$ cat src/rtl/control_unit_if.sv
// Bus between the control_unit and the accumulator datapath: instruction fetch,
// data memory handshake, datapath strobes and the flags register.
interface control_unit_if #(
  parameter int unsigned ADDR_W = 11,
  parameter int unsigned DATA_W = 16
);
  logic              imem_req;
  logic [ADDR_W-1:0] imem_addr;
  logic              imem_ack;
  logic [DATA_W-1:0] imem_data;
  logic              dmem_req;
  logic              dmem_we;
  logic [ADDR_W-1:0] dmem_addr;
  logic              dmem_ack;
  logic              mdr_wr;
  logic [ADDR_W-1:0] operand;
  logic              acc_wr;
  logic [1:0]        acc_src;
  logic              alu_op;
  logic              alu_b_src;
  logic              flags_wr;
  logic              flags_reset;
  logic              flag_Z;
  logic              flag_N;
  logic              halted;

  modport master (
    output imem_req, imem_addr, dmem_req, dmem_we, dmem_addr, mdr_wr, operand,
           acc_wr, acc_src, alu_op, alu_b_src, flags_wr, flags_reset, halted,
    input  imem_ack, imem_data, dmem_ack, flag_Z, flag_N
  );

  modport slave (
    input  imem_req, imem_addr, dmem_req, dmem_we, dmem_addr, mdr_wr, operand,
           acc_wr, acc_src, alu_op, alu_b_src, flags_wr, flags_reset, halted,
    output imem_ack, imem_data, dmem_ack, flag_Z, flag_N
  );
endinterface

$ cat src/rtl/control_unit.sv
// Multi-cycle controller for the accumulator datapath: owns PC and IR, fetches,
// decodes and sequences memory, ALU, accumulator and flags.
module control_unit #(
  parameter int unsigned ADDR_W = 11,
  parameter int unsigned DATA_W = 16
) (
  input logic            clock,
  input logic            control_reset,
  control_unit_if.master bus
);
  typedef enum logic [2:0] {INIT, FETCH, DECODE, MEM, EXEC, HALT} state_t;

  typedef enum logic [4:0] {
    OP_HLT  = 5'h00, OP_STO  = 5'h01, OP_LD   = 5'h02, OP_LDI  = 5'h03,
    OP_ADD  = 5'h04, OP_ADDI = 5'h05, OP_SUB  = 5'h06, OP_SUBI = 5'h07,
    OP_BEQ  = 5'h08, OP_BNE  = 5'h09, OP_BGT  = 5'h0A, OP_BGE  = 5'h0B,
    OP_BLT  = 5'h0C, OP_BLE  = 5'h0D, OP_JMP  = 5'h0E, OP_NOP  = 5'h0F
  } op_t;

  state_t            state;
  logic [ADDR_W-1:0] pc;
  logic [DATA_W-1:0] ir;
  op_t               op;

  logic       is_sto, is_halt, needs_mem, has_exec, take;
  logic       x_acc_wr, x_alu_op, x_alu_b_src, x_flags_wr;
  logic [1:0] x_acc_src;

  logic       imem_req_q, dmem_req_q, dmem_we_q, acc_wr_q, alu_op_q;
  logic       alu_b_src_q, flags_wr_q, flags_reset_q, halted_q;
  logic [1:0] acc_src_q;

  assign op      = op_t'(ir[DATA_W-1:ADDR_W]);
  assign is_sto  = (op == OP_STO);
  assign is_halt = (op == OP_HLT);

  // Instruction class, EXEC strobe set and branch decision, all from IR and flags.
  always_comb begin
    needs_mem   = 1'b0;
    has_exec    = 1'b0;
    take        = 1'b0;
    x_acc_wr    = 1'b0;
    x_acc_src   = '0;
    x_alu_op    = 1'b0;
    x_alu_b_src = 1'b0;
    x_flags_wr  = 1'b0;
    case (op)
      OP_STO: needs_mem = 1'b1;
      OP_LD: begin
        needs_mem  = 1'b1;
        x_acc_wr   = 1'b1;
        x_acc_src  = 2'b10;
        x_flags_wr = 1'b1;
      end
      OP_LDI: begin
        has_exec   = 1'b1;
        x_acc_wr   = 1'b1;
        x_acc_src  = 2'b01;
        x_flags_wr = 1'b1;
      end
      OP_ADD, OP_SUB: begin
        needs_mem   = 1'b1;
        x_acc_wr    = 1'b1;
        x_alu_op    = (op == OP_SUB);
        x_alu_b_src = 1'b1;
        x_flags_wr  = 1'b1;
      end
      OP_ADDI, OP_SUBI: begin
        has_exec   = 1'b1;
        x_acc_wr   = 1'b1;
        x_alu_op   = (op == OP_SUBI);
        x_flags_wr = 1'b1;
      end
      OP_BEQ: begin has_exec = 1'b1; take = bus.flag_Z; end
      OP_BNE: begin has_exec = 1'b1; take = !bus.flag_Z; end
      OP_BGT: begin has_exec = 1'b1; take = !bus.flag_Z && !bus.flag_N; end
      OP_BGE: begin has_exec = 1'b1; take = !bus.flag_N; end
      OP_BLT: begin has_exec = 1'b1; take = bus.flag_N; end
      OP_BLE: begin has_exec = 1'b1; take = bus.flag_N || bus.flag_Z; end
      OP_JMP: begin has_exec = 1'b1; take = 1'b1; end
      default: ;
    endcase
  end

  // Strobes are registered: each transition loads the strobe set of the state being entered.
  always_ff @(posedge clock or negedge control_reset) begin
    if (!control_reset) begin
      state         <= INIT;
      pc            <= '0;
      ir            <= '0;
      imem_req_q    <= 1'b0;
      dmem_req_q    <= 1'b0;
      dmem_we_q     <= 1'b0;
      acc_wr_q      <= 1'b0;
      acc_src_q     <= '0;
      alu_op_q      <= 1'b0;
      alu_b_src_q   <= 1'b0;
      flags_wr_q    <= 1'b0;
      flags_reset_q <= 1'b0;
      halted_q      <= 1'b0;
    end else begin
      imem_req_q    <= 1'b0;
      dmem_req_q    <= 1'b0;
      dmem_we_q     <= 1'b0;
      acc_wr_q      <= 1'b0;
      acc_src_q     <= '0;
      alu_op_q      <= 1'b0;
      alu_b_src_q   <= 1'b0;
      flags_wr_q    <= 1'b0;
      flags_reset_q <= 1'b0;
      case (state)
        INIT: begin
          // INIT spans the reset-exit cycle (flags_reset low) and one pulse cycle.
          if (!flags_reset_q) begin
            flags_reset_q <= 1'b1;
          end else begin
            state      <= FETCH;
            imem_req_q <= 1'b1;
          end
        end
        FETCH: begin
          if (bus.imem_ack) begin
            ir    <= bus.imem_data;
            pc    <= pc + ADDR_W'(1);
            state <= DECODE;
          end else begin
            imem_req_q <= 1'b1;
          end
        end
        DECODE: begin
          if (is_halt) begin
            state    <= HALT;
            halted_q <= 1'b1;
          end else if (needs_mem) begin
            state      <= MEM;
            dmem_req_q <= 1'b1;
            dmem_we_q  <= is_sto;
          end else if (has_exec) begin
            state       <= EXEC;
            acc_wr_q    <= x_acc_wr;
            acc_src_q   <= x_acc_src;
            alu_op_q    <= x_alu_op;
            alu_b_src_q <= x_alu_b_src;
            flags_wr_q  <= x_flags_wr;
          end else begin
            state      <= FETCH;
            imem_req_q <= 1'b1;
          end
        end
        MEM: begin
          if (!bus.dmem_ack) begin
            dmem_req_q <= 1'b1;
            dmem_we_q  <= is_sto;
          end else if (is_sto) begin
            state      <= FETCH;
            imem_req_q <= 1'b1;
          end else begin
            state       <= EXEC;
            acc_wr_q    <= x_acc_wr;
            acc_src_q   <= x_acc_src;
            alu_op_q    <= x_alu_op;
            alu_b_src_q <= x_alu_b_src;
            flags_wr_q  <= x_flags_wr;
          end
        end
        EXEC: begin
          if (take) pc <= ir[ADDR_W-1:0];
          state      <= FETCH;
          imem_req_q <= 1'b1;
        end
        HALT: ;
        default: state <= INIT;
      endcase
    end
  end

  assign bus.imem_req    = imem_req_q;
  assign bus.imem_addr   = pc;
  assign bus.dmem_req    = dmem_req_q;
  assign bus.dmem_we     = dmem_we_q;
  assign bus.dmem_addr   = ir[ADDR_W-1:0];
  assign bus.operand     = ir[ADDR_W-1:0];
  assign bus.mdr_wr      = (state == MEM) && bus.dmem_ack && !is_sto;
  assign bus.acc_wr      = acc_wr_q;
  assign bus.acc_src     = acc_src_q;
  assign bus.alu_op      = alu_op_q;
  assign bus.alu_b_src   = alu_b_src_q;
  assign bus.flags_wr    = flags_wr_q;
  assign bus.flags_reset = flags_reset_q;
  assign bus.halted      = halted_q;
endmodule

$ cat src/flat_wrapper.sv
// flat-port wrapper written by rule: the top's interface ports become plain ports
module control_unit_flat 
#(
  parameter int unsigned ADDR_W = 11,
  parameter int unsigned DATA_W = 16
)
  (clock, control_reset, bus_imem_req, bus_imem_addr, bus_dmem_req, bus_dmem_we, bus_dmem_addr, bus_mdr_wr, bus_operand, bus_acc_wr, bus_acc_src, bus_alu_op, bus_alu_b_src, bus_flags_wr, bus_flags_reset, bus_halted, bus_imem_ack, bus_imem_data, bus_dmem_ack, bus_flag_Z, bus_flag_N);
  control_unit_if #(.ADDR_W(ADDR_W), .DATA_W(DATA_W)) bus_i ();
  input logic clock;
  input logic control_reset;
  output wire logic [$bits(bus_i.imem_req)-1:0] bus_imem_req;
  output wire logic [$bits(bus_i.imem_addr)-1:0] bus_imem_addr;
  output wire logic [$bits(bus_i.dmem_req)-1:0] bus_dmem_req;
  output wire logic [$bits(bus_i.dmem_we)-1:0] bus_dmem_we;
  output wire logic [$bits(bus_i.dmem_addr)-1:0] bus_dmem_addr;
  output wire logic [$bits(bus_i.mdr_wr)-1:0] bus_mdr_wr;
  output wire logic [$bits(bus_i.operand)-1:0] bus_operand;
  output wire logic [$bits(bus_i.acc_wr)-1:0] bus_acc_wr;
  output wire logic [$bits(bus_i.acc_src)-1:0] bus_acc_src;
  output wire logic [$bits(bus_i.alu_op)-1:0] bus_alu_op;
  output wire logic [$bits(bus_i.alu_b_src)-1:0] bus_alu_b_src;
  output wire logic [$bits(bus_i.flags_wr)-1:0] bus_flags_wr;
  output wire logic [$bits(bus_i.flags_reset)-1:0] bus_flags_reset;
  output wire logic [$bits(bus_i.halted)-1:0] bus_halted;
  input wire logic [$bits(bus_i.imem_ack)-1:0] bus_imem_ack;
  input wire logic [$bits(bus_i.imem_data)-1:0] bus_imem_data;
  input wire logic [$bits(bus_i.dmem_ack)-1:0] bus_dmem_ack;
  input wire logic [$bits(bus_i.flag_Z)-1:0] bus_flag_Z;
  input wire logic [$bits(bus_i.flag_N)-1:0] bus_flag_N;
  assign bus_imem_req = bus_i.imem_req;
  assign bus_imem_addr = bus_i.imem_addr;
  assign bus_dmem_req = bus_i.dmem_req;
  assign bus_dmem_we = bus_i.dmem_we;
  assign bus_dmem_addr = bus_i.dmem_addr;
  assign bus_mdr_wr = bus_i.mdr_wr;
  assign bus_operand = bus_i.operand;
  assign bus_acc_wr = bus_i.acc_wr;
  assign bus_acc_src = bus_i.acc_src;
  assign bus_alu_op = bus_i.alu_op;
  assign bus_alu_b_src = bus_i.alu_b_src;
  assign bus_flags_wr = bus_i.flags_wr;
  assign bus_flags_reset = bus_i.flags_reset;
  assign bus_halted = bus_i.halted;
  assign bus_i.imem_ack = bus_imem_ack;
  assign bus_i.imem_data = bus_imem_data;
  assign bus_i.dmem_ack = bus_dmem_ack;
  assign bus_i.flag_Z = bus_flag_Z;
  assign bus_i.flag_N = bus_flag_N;
  control_unit #(.ADDR_W(ADDR_W), .DATA_W(DATA_W)) u_core (.clock(clock), .control_reset(control_reset), .bus(bus_i));
endmodule
$ cat config.mk
export PLATFORM = sky130hd
export DESIGN_NAME = control_unit_flat
export DESIGN_NICKNAME = d
export VERILOG_FILES = /design/src/rtl/control_unit_if.sv /design/src/rtl/control_unit.sv /design/src/flat_wrapper.sv
export SDC_FILE = /design/constraint.sdc
export NUM_CORES = 1
export LEC_CHECK = 0
export BUFFER_PORTS_ARGS = -buffer_cell sky130_fd_sc_hd__buf_4
export CAP_MARGIN = 20
export CORE_UTILIZATION = 40
export CTS_CLUSTER_DIAMETER = 200
export DETAILED_ROUTE_END_ITERATION = 16
export PLACE_DENSITY = 0.62
export SKIP_LAST_GASP = 1
export SYNTH_ARGS = -nofsm -noshare
export SYNTH_HDL_FRONTEND = slang
export SYNTH_SLANG_ARGS = --single-unit
export TNS_END_PERCENT = 1
$ cat constraint.sdc
create_clock -name clock -period 5.3 [get_ports clock]
set_clock_uncertainty 0.15 [all_clocks]
set_input_delay 0 -clock clock [delete_from_list [all_inputs] [get_ports clock]]
set_output_delay 0 -clock clock [all_outputs]
set_load 0.03 [all_outputs]
# == Yosys cells after proc, flatten, opt, wreduce, memory -nomap -nowiden ==
# Index checks and enable logic that the tools add are counted.
# totals
register_bits,40
latchBits,0
ramBits,0
mem_bits_ro,0
in_bits,22
mem_count,0
# classes
n_addsub,1
multipliers,0
n_div,0
order_cmp,0
eq_ne,23
n_shift,0
n_mux,60
n_bitwise,1
n_reduce_logical,19
# ops
op,count
$eq 5x4->1 const B,7
$mux 1,34
$mux 11,2
$pmux 11 s2,1
$mux 3,7
$eq 5x3->1 const B,4
$pmux 3 s6,1
$pmux 1 s2,6
$add 11x1->11 const B,1
$eq 5x2->1 const B,2
$mux 2,5
$reduce_or 10->1,1
$pmux 2 s2,2
$pmux 1 s7,1
$eq 3x2->1 const B,2
$eq 3x3->1 const B,2
$reduce_or 6->1,1
$eq 5x1->1 const B,1
$logic_not 5->1,1
$pmux 1 s5,1
$ne 2x1->1 const B,2
$ne 2x2->1 const B,2
$reduce_and 2->1,2
$reduce_and 4->1,1
other kinds (10),15

# == Logic depth before layout (Yosys ltp) ==
# logic_depth
word_depth,7
depth_mapped,7
depth_no_buf,6

# == Worst setup path after synthesis ==
# OpenSTA, ideal clock, no wires.
# synth_path
path_type,reg2reg
startpoint,"register u_core.pc[0], in the netlist u_core.bus.imem_addr[0]"
endpoint,"register u_core.pc[10], in the netlist u_core.bus.imem_addr[10]"
setup_time_ns,0.127
arrival_ns,1.636
setup_slack_ns,3.386
stages_incl_launch_ff,7
n_path_buf,0
path_cell_list,dfrtp_1 -> ha_1 -> nand2_1 -> nor2_1 -> and4_1 -> and3_1 -> o32a_2
# synth_via
elab_chain_cells,3
# synth_rtl
item,line_no,rtl
"start, declared",control_unit.sv:21,logic [ADDR_W-1:0] pc;
"start signal, assigned",control_unit.sv:124,pc <= pc + ADDR_W'(1);
"start signal, assigned",control_unit.sv:167,if (take) pc <= ir[ADDR_W-1:0];
$add 11x1->11,control_unit.sv:124,
$mux 11,control_unit.sv:122,if (bus.imem_ack) begin
$pmux 11 s2,control_unit.sv:111,case (state)
# No other way between the ends. The select of a mux whose other input is x is not followed.
# A chain may end at the register's enable or synchronous reset.

# == Final worst setup path ==
# layout_path
startpoint,register u_core.state[0]
endpoint,register u_core.ir[14]
# layout_via
elab_chain_cells,2
# layout_rtl
item,line_no,rtl
"start, declared",control_unit.sv:20,state_t state;
"start signal, assigned",control_unit.sv:88,state <= INIT;
"start signal, assigned",control_unit.sv:117,state <= FETCH;
"start signal, assigned",control_unit.sv:125,state <= DECODE;
$eq 3x1->1,control_unit.sv:111,
$reduce_and 2->1 (no source line),n/a,
"end signal, assigned",control_unit.sv:123,ir <= bus.imem_data;
"end, declared",control_unit.sv:22,logic [DATA_W-1:0] ir;
# No other way between the ends.

==> metrics.md <==
| Metric | Value |
|---|---|
| Adder-Cell Fraction of Synth Area | `less than 1%` |
| Fin worst setup slack | `around 3.0 ns` |
| Fin crit share | `between 40% and 50%` |
| Sequential fraction of the synthesis area | `44.9%` |
| Required time of the critical path | `roughly 5.3 ns` |
| Area growth syn-to-layout | `27.5%` |
| Simple-Gate Fraction of Synth Area | `17.0%` |
| Worst hold start | `bus_imem_ack` |
| Ys async rst share | `100%` |
| Initial antenna violation count | `0` |
| CP Cell Sequence | `nand3b_1 > nor2_2 > mux2_2` |
| Mapped Nets | `247` |
| Min-Delay Endpoint | `u_core.bus.imem_addr[1]$_DFFE_PN0P_` |
| GR Overflow Total | `0` |
| Setup crit start kind | `flop` |
| Worst-skew pair later-pin latency | `slightly below 0.3 ns` |
| Clock sinks | `40` |
| Initial core utilization | `between 40% and 50%` |
| Num ports | `67` |
| Post-CTS sizing | `0` |
| Max-cap violations | `0` |
| Post-placement cell count | `324` |
| Number of flops mapped to enable cells by yosys | `0` |
| FMAX | `around 430 MHz` |
| Row count | `26` |
| WL final | `between 4 and 5 mm` |
| Syn Area/Cell | `between 9 and 10 um2` |
| Rel. slew slack | `about a third` |
| Die Span Y | `76.7 um` |
| Via/cell ratio | `between 5 and 6` |
| Setup slack, reg-to-reg | `about 3 ns` |
| Period minus WS final | `between 2 and 2.5 ns` |
| Reg clk slew, reported paths | `0.08 ns` |
| Slowest stage delay, CP | `0.77 ns` |
| WP data arrival | `roughly 2.3 ns` |
| Slew @ Worst Pin | `between 0.9 and 1 ns` |
| Core outline area | `0.00524 mm2` |
| Largest family of logic cells by synthesized area | `compound AO/OA/AOI/OAI gates` |
| RR Startpoint | `u_core.state[0]$_DFFE_PN0P_` |
| Post-Synth XOR/XNOR Area | `0.393%` |
| Post-synthesis cell type count | `around 50` |
| First-pass detailed-route iteration total | `4` |
| Input/output buffers | `66` |
| Yosys reg bits | `40` |
| Layout cells sized above 1 | `between 30 and 40%` |
| Vias in the first global route | `between 1500 and 2000` |
| Worst hold path class | `in -> reg` |
| Die X-Extent | `76.7 um` |
| Root buf cell | `clkbuf_8` |
| Sw Ratio | `48.3%` |
| Post-Layout Cell Count | `350` |
| Hold path cells | `4` |
| Diode count | `0` |
| Hold_buf cts | `18` |
| CTS tree | `built` |
| CTS H-tree lvls | `2` |
| Synth Flop Type | `dfrtp_1` |
| Clk network pwr share | `10.7%` |
| Sequential power share | `35.6%` |
| Fillers | `between 400 and 500` |
| Mapped Area | `0.00223 mm2` |
| P_int | `a little over 900 uW` |
| Initial drt markers | `132` |
| Slowest CP cell | `nor2_2` |
| Tot Pwr | `1770 uW` |
| Die area | `about 0.0059 mm2` |
| Net Switching | `~850 uW` |
| Final layout net count | `~300` |
| Overall routing resource usage | `17.6%` |
| DPL Wire Length | `approximately 3.4 mm` |
| Finished Core Util | `approximately 54%` |
| Final setup viols | `0` |
| Max Slew Vio Count | `0` |
| Power density over the cells | `around 620 mW/mm2` |
| Comb pwr share | `between 50% and 60%` |
| Reg-to-reg endpoint | `u_core.ir[14]$_DFFE_PN0P_` |
| Drt drc | `0` |
| RSZ-0062 raised after global routing | `no` |
| Setup TNS | `0 ns` |
| Pleak | `around 0.0013 uW` |
| Pin count of the biggest net entering global routing | `between 40 and 50` |
| Post-route ant nets | `0` |
| Most frequent cells in the layout | `buf_4 (67), dfrtp_1 (40), nor2_1 (21)` |
| Max Fanout on Critical Path | `21` |
| Multiplexer area fraction after synthesis | `7.52%` |
| Maximum clock path buffer count | `2` |
| Post-Synthesis Cells | `224` |
| Status | `finished clean` |
| Total number of yosys warnings | `0` |
| Setup CP Type | `reg -> reg` |
| Synth Area in Compound Gates | `a little under a fifth` |
| Vias | `1832` |
| Setup bufs post-CTS | `0` |
| TritonCTS Buffers | `5` |
| Final hold vios | `0` |
| WL/cell | `around 14 um` |
| Worst vdd ir | `between 0.3 and 0.4 mV` |
| Reg2Reg Depth | `3` |
| Placer congestion estimate | `between 0.8 and 0.9` |
| First-pass GRT wire length | `about 8.3 mm` |
| Critical path capture point type | `flop` |
| Place WS | `approximately 3.0 ns` |
| Commonest non-fill, non-tap cell in the layout | `buf_4` |
==> routing by layer <==
| layer | part of all wire (%) | global-route usage [%] |
|---|---|---|
| met5 | 0 | 0 |
| met2 | 43 | 25.5 |
| met4 | 0.85 | 4.42 |
| met3 | 4.9 | 3.45 |
| met1 | 51 | 26.5 |
==> layout make-up <==
| type | count | area (um2) | area share [%] |
|---|---|---|---|
| clock inverter | 1 | 5.00 | 0.176 |
| inverter | 4 | 15.0 | 0.528 |
| multi-input combinational | 144 | 980 | 34.4 |
| clock buffer | 6 | 72.6 | 2.55 |
| sequential | 40 | 1000 | 35.2 |
| tap | 70 | 87.6 | 3.08 |
| timing repair buffer | 85 | 683 | 24.0 |
==> flip-flops by register name, indices dropped and copies added, names as in the netlist <==
name                    flops
u_core.bus.dmem_req         1
u_core.bus.acc_src          2
u_core.bus.flags_wr         1
u_core.state                3
u_core.bus.imem_req         1
u_core.bus.dmem_we          1
u_core.bus.flags_reset      1
u_core.bus.imem_addr       11
u_core.bus.halted           1
u_core.bus.alu_b_src        1
u_core.ir                  16
u_core.bus.alu_op           1
==> cells by family after synthesis <==
family,count (synthesis)
DFF,40
AOI/OAI and AO/OA,57
adders and majority gates,1
buffers and inverters,40
xor gates and xnor gates,1
and+or+nand+nor,70
muxes,15
==> worst max-delay path, delay by kind of cell, from the launching register on <==
| kind | cells | cell delay [ns] |
|---|---|---|
| AND/OR/NAND/NOR | 2 | 0.95 |
| flip-flops | 1 | 0.69 |
| multiplexers | 1 | 0.41 |
==> power by group through the flow <==
stage / logic (uW) / clock network [uW] / registers (uW)
detailed placement: 939 / 0 / 631
floorplan: 756 / 0 / 628
global route: 1020 / 208 / 658
CTS: 952 / 197 / 627
global placement: 932 / 0 / 628
finish: 950 / 189 / 630
==> stage by stage <==
step | area (um2) | hold WS, ns
finish | 2840 | 0.0235
global route | 2840 | 0.0783
global placement | 2580 | -0.137
floorplan | 2230 | -0.446
CTS | 2840 | 0.0134
detailed placement | 2580 | -0.137
==> worst max-delay path by stage <==
stage,from,endpoint,slack (ns),depth (start not counted)
2_1_floorplan,u_core.bus.imem_addr[0]$_DFFE_PN0P_,u_core.bus.imem_addr[10]$_DFFE_PN0P_,3.39,6
3_3_place_gp,u_core.state[1]$_DFFE_PN0P_,u_core.bus.imem_addr[4]$_DFFE_PN0P_,3.02,4
3_5_place_dp,u_core.state[1]$_DFFE_PN0P_,u_core.bus.imem_addr[6]$_DFFE_PN0P_,2.98,4
4_1_cts,u_core.state[1]$_DFFE_PN0P_,u_core.bus.imem_addr[6]$_DFFE_PN0P_,2.97,4
5_1_grt,u_core.state[0]$_DFFE_PN0P_,u_core.ir[14]$_DFFE_PN0P_,2.80,3
6_report,u_core.state[0]$_DFFE_PN0P_,u_core.ir[14]$_DFFE_PN0P_,2.98,3
==> Yosys cell counts, types with 3 or more instances <==
cell      instances  share of area, %
o22ai_1           4               1.1
clkbuf_1          7               1.2
nand2_1          10               1.7
o31ai_1           6               2.0
buf_4            24               8.1
inv_1             4              0.67
o21a_1            3               1.0
a21oi_1          11               2.5
o21ai_1           5               1.1
dfrtp_1          40                45
nor2_1           22               3.7
nor3b_1           3               1.0
nand3_1           6               1.3
nor4_1            3              0.84
o21ai_0           8               1.8
nand2b_1          3              0.84
mux2_2           14               7.1
nor3_1            8               1.8
Note: power is estimated with default switching activity, not from simulation.
